**config.mk**
```make
export PLATFORM = sky130hd
export DESIGN_NAME = univ_shift_reg
export DESIGN_NICKNAME = d
export VERILOG_FILES = /design/src/rtl/univ_shift_reg.sv
export SDC_FILE = /design/constraint.sdc
export NUM_CORES = 1
export LEC_CHECK = 0
export ABC_CLOCK_PERIOD_IN_PS = 1500
export CAP_MARGIN = 10
export CORE_UTILIZATION = 41
export DETAILED_ROUTE_END_ITERATION = 8
export PLACE_DENSITY = 0.77
export SLEW_MARGIN = 40
export SYNTH_ARGS = -nofsm -noshare
export SYNTH_HDL_FRONTEND = slang
export SYNTH_SLANG_ARGS = --single-unit
```
**constraint.sdc**
```tcl
create_clock -name clk -period 1.5 [get_ports clk]
set_input_delay 0.15 -clock clk [delete_from_list [all_inputs] [get_ports clk]]
set_output_delay 0.15 -clock clk [all_outputs]
set_load 0.02 [all_outputs]
```
**src/rtl/univ_shift_reg.sv**
```systemverilog
// rtl/univ_shift_reg.sv - universal shift register with saturating shift counter
module univ_shift_reg #(
    parameter int               WIDTH      = 8,
    parameter logic [WIDTH-1:0] PRESET_VAL = {WIDTH{1'b1}},
    localparam int              CW         = $clog2(WIDTH + 1)
) (
    input  logic             clk,
    input  logic             reset,
    input  logic             preset,
    input  logic             load,
    input  logic [WIDTH-1:0] d,
    input  logic [1:0]       mode,
    input  logic             sin_r,
    input  logic             sin_l,
    output logic [WIDTH-1:0] q,
    output logic             sout_r,
    output logic             sout_l,
    output logic [CW-1:0]    shift_cnt,
    output logic             drained
);

    localparam logic [1:0]    MODE_HOLD  = 2'b00;
    localparam logic [1:0]    MODE_SHR   = 2'b01;
    localparam logic [1:0]    MODE_SHL   = 2'b10;
    localparam logic [1:0]    MODE_ROR   = 2'b11;
    localparam logic [CW-1:0] CNT_FULL   = CW'(WIDTH);

    logic [WIDTH-1:0] q_q;
    logic [WIDTH-1:0] q_d;
    logic [CW-1:0]    cnt_q;
    logic [CW-1:0]    cnt_d;
    logic             cnt_full;
    logic             moving;

    // Counter stops at WIDTH; shifting itself never stops
    assign cnt_full = (cnt_q == CNT_FULL);
    assign moving   = (mode != MODE_HOLD);

    // Next-state selection: reset > preset > load > mode
    always_comb begin
        q_d   = q_q;
        cnt_d = cnt_q;
        if (reset) begin
            q_d   = '0;
            cnt_d = '0;
        end else if (preset) begin
            q_d   = PRESET_VAL;
            cnt_d = '0;
        end else if (load) begin
            q_d   = d;
            cnt_d = '0;
        end else begin
            case (mode)
                MODE_SHR: q_d = {sin_r, q_q[WIDTH-1:1]};
                MODE_SHL: q_d = {q_q[WIDTH-2:0], sin_l};
                MODE_ROR: q_d = {q_q[0], q_q[WIDTH-1:1]};
                default:  q_d = q_q;
            endcase
            if (moving && !cnt_full) begin
                cnt_d = cnt_q + CW'(1);
            end
        end
    end

    // State registers; reset is folded into the next-state logic above
    always_ff @(posedge clk) begin
        q_q   <= q_d;
        cnt_q <= cnt_d;
    end

    assign q         = q_q;
    assign sout_r    = q_q[0];
    assign sout_l    = q_q[WIDTH-1];
    assign shift_cnt = cnt_q;
    assign drained   = cnt_full;

endmodule

```
==> metrics.cfg <==
[logic_synthesis]
yosys_register_bits=12
netlist_area_um2=740.7
synth_common_cells=nand2_1 (15), nor2_1 (15), dfxtp_1 (12), a21oi_1 (10), a21o_1 (7)
synth_flop_cell=dfxtp_1
synth_edf_count=0
yosys_warnings=0
synthArstFlopShare_pct=0
synthesis.nets=109
ys_types=25
synth_top_area_cell=dfxtp_1
syn_avg_cell_area_um2=8.140
synth_top_cell_area_share_pct=32.43
synth_cells=91
yosys-top-cells-area=dfxtp_1 (32%), a311oi_2 (12%), nand2_1 (7.6%)
ys_seq_area_share_pct=32.43

[timing]
setup_viol=0
fin_ws_ns=0.04989
slew_headroom_pct=76.68
finClkSkew_ns=0.005212
maxSlewViolCount=0
rsz0062_at_grt=false
worst_slew_pin_slew_ns=0.3486
max_freq_mhz=689.6
hold_violations=0
finalCriticalPeriod_ns=1.450
period_share_pct=96.67

[cts]
path_clk_slew_ns=0.08
cts_tree=yes
cts-root-buf=clkbuf_4
cts_buffers=3
cts_setup_buffers=0
clock_latency_ns=0.27
cts.sinks=12
clockBufferDepth=2
cts.htree.levels=1

[finish]
stdcell_count=153
fin_nets=149
final_core_util_pct=72.53
drive_gt1_share_pct=19.38
num_antenna_cells=0
syn_to_final_growth_pct=56.08

[power]
ir_worst_vdd_mv=0.4105
leakage_nw=0.5284
p_per_area_nw_per_um2=688.6

[worst_setup_path]
worst-path-buf-inv=1
crit_path_start_kind=register
max_stage_delay_ns=0.64
critPathMaxFanout=4
cp.arrival_ns=1.30
worstSetupPathType=register to output port
critPathTopFamily=buffers and inverters
reg2reg_slack_ns=0.13
crit_path_end_kind=output port
cp_cell_sequence=clkdlybuf4s50_1
cp.required_ns=1.35
cp_slowest_cell=clkdlybuf4s50_1

[place]
dp_slack_ns=-0.09826
placedCellCount=150
place.gp.congestion=0.8570
dpl.hpwl_mm=1.558
io_buffers=30

[floorplanning]
io_pins=31
die_area_um2=1981
die_w_um=44.51
row_count=14
coreArea_um2=1594
start_util_pct=46.47
fp.dieH_um=44.51

[min_path]
hold_class=register to register

[grt]
grt_pass1_wl_mm=3.174
grt-ovfl-total=0
grt_usage_pct=21.78
antenna_found_initial=0
grt_start_max_net_pins=18
grt_pass1_vias=732

[drt]
drt_iter0_markers=14
wl_per_cell_um=12.88
drc=0
ant_nets=0
viasPerCell=5.203
firstDrtPassIters=4
dr_total_vias=796
routed_wl_mm=1.971

[run_status]
status=completed

[run]
maxCapViolCount=0

-- cell families after synthesis --
kind of cell,share of synthesized area [%]
mux,1.351
buf+inv,7.093
simple gates,21.28
flops,32.43
fa+ha+maj,3.378
xor+xnor,2.365
compound gates,32.10
-- final cells by class --
type,instances,area (um^2)
clock buffers,3,22.52
inverters,2,7.507
repair buffers,42,407.9
well taps,24,30.03
flip-flops and latches,12,240.2
fillers,132,437.9
multi-input cells,70,447.9
-- state kept, by name, indices dropped and copies added (netlist names) --
register	flops
q	8
shift_cnt	4
-- cells in the final DEF, fill, tap and decap left out --
cell type	n
buf_12	1
or2b_2	1
nand2_2	1
mux2i_1	1
buf_4	11
nand2_1	15
inv_1	2
xor2_1	1
a21o_1	7
xnor2_1	1
a311oi_2	6
dlymetal6s2s_1	4
and2b_4	1
and3b_1	1
a311oi_1	2
a21oi_1	10
dfxtp_1	12
clkdlybuf4s50_1	25
o2111ai_1	1
ha_1	2
clkbuf_2	1
nor3_1	1
or3_1	1
nor2_1	15
o21ai_0	2
a211o_1	1
clkbuf_4	3
-- power breakdown --
| group | switching [mW] | internal (mW) | total, mW | leakage, nW |
|---|---|---|---|---|
| sequential | 0.0207 | 0.338 | 0.359 | 0.0995 |
| clock | 0.103 | 0.0926 | 0.196 | 0.0138 |
| combinational | 0.108 | 0.133 | 0.242 | 0.415 |
-- path summary, 6_finish.rpt --
path | cells past startpoint | endpoint | from
max | 1 | q[6] | q[6]$_SDFFE_PP0P_
max reg2reg | 7 | shift_cnt[0]$_SDFFE_PP0P_ | shift_cnt[0]$_SDFFE_PP0P_
min reg2reg | 2 | q[2]$_SDFFE_PP0P_ | q[2]$_SDFFE_PP0P_
min | 2 | q[2]$_SDFFE_PP0P_ | q[2]$_SDFFE_PP0P_
-- metrics by stage --
step | setup TNS [ns] | hold slack (ns) | power, mW | cell area (um^2)
after floorplan | 0 | 0.3912 | 0.4861 | 740.7
after global placement | -0.1013 | 0.5239 | 0.6024 | 1129
after detailed placement | -0.6221 | 0.5333 | 0.6089 | 1129
after CTS | 0 | 0.5445 | 0.8024 | 1150
after global routing | 0 | 0.5594 | 0.8369 | 1156
final | 0 | 0.5404 | 0.7961 | 1156
-- timing repair --
action	CTS	global route
hold buffers	0	0
resized for setup	1	6
endpoints found under the hold margin	0	0
setup endpoints to repair	1	6
-- layer usage --
| metal | routed length [um] | vias to the layer above | part of all wire [%] | track usage, % |
|---|---|---|---|---|
| li1 | - | 395 | - | - |
| met5 | 0 | - | 0 | 0 |
| met1 | 877 | 371 | 44 | 26.98 |
| met4 | 16 | 0 | 0.81 | 6.667 |
| met2 | 965 | 28 | 49 | 37.65 |
| met3 | 112 | 2 | 5.7 | 4.490 |
Power figures use the tool's default switching activity.
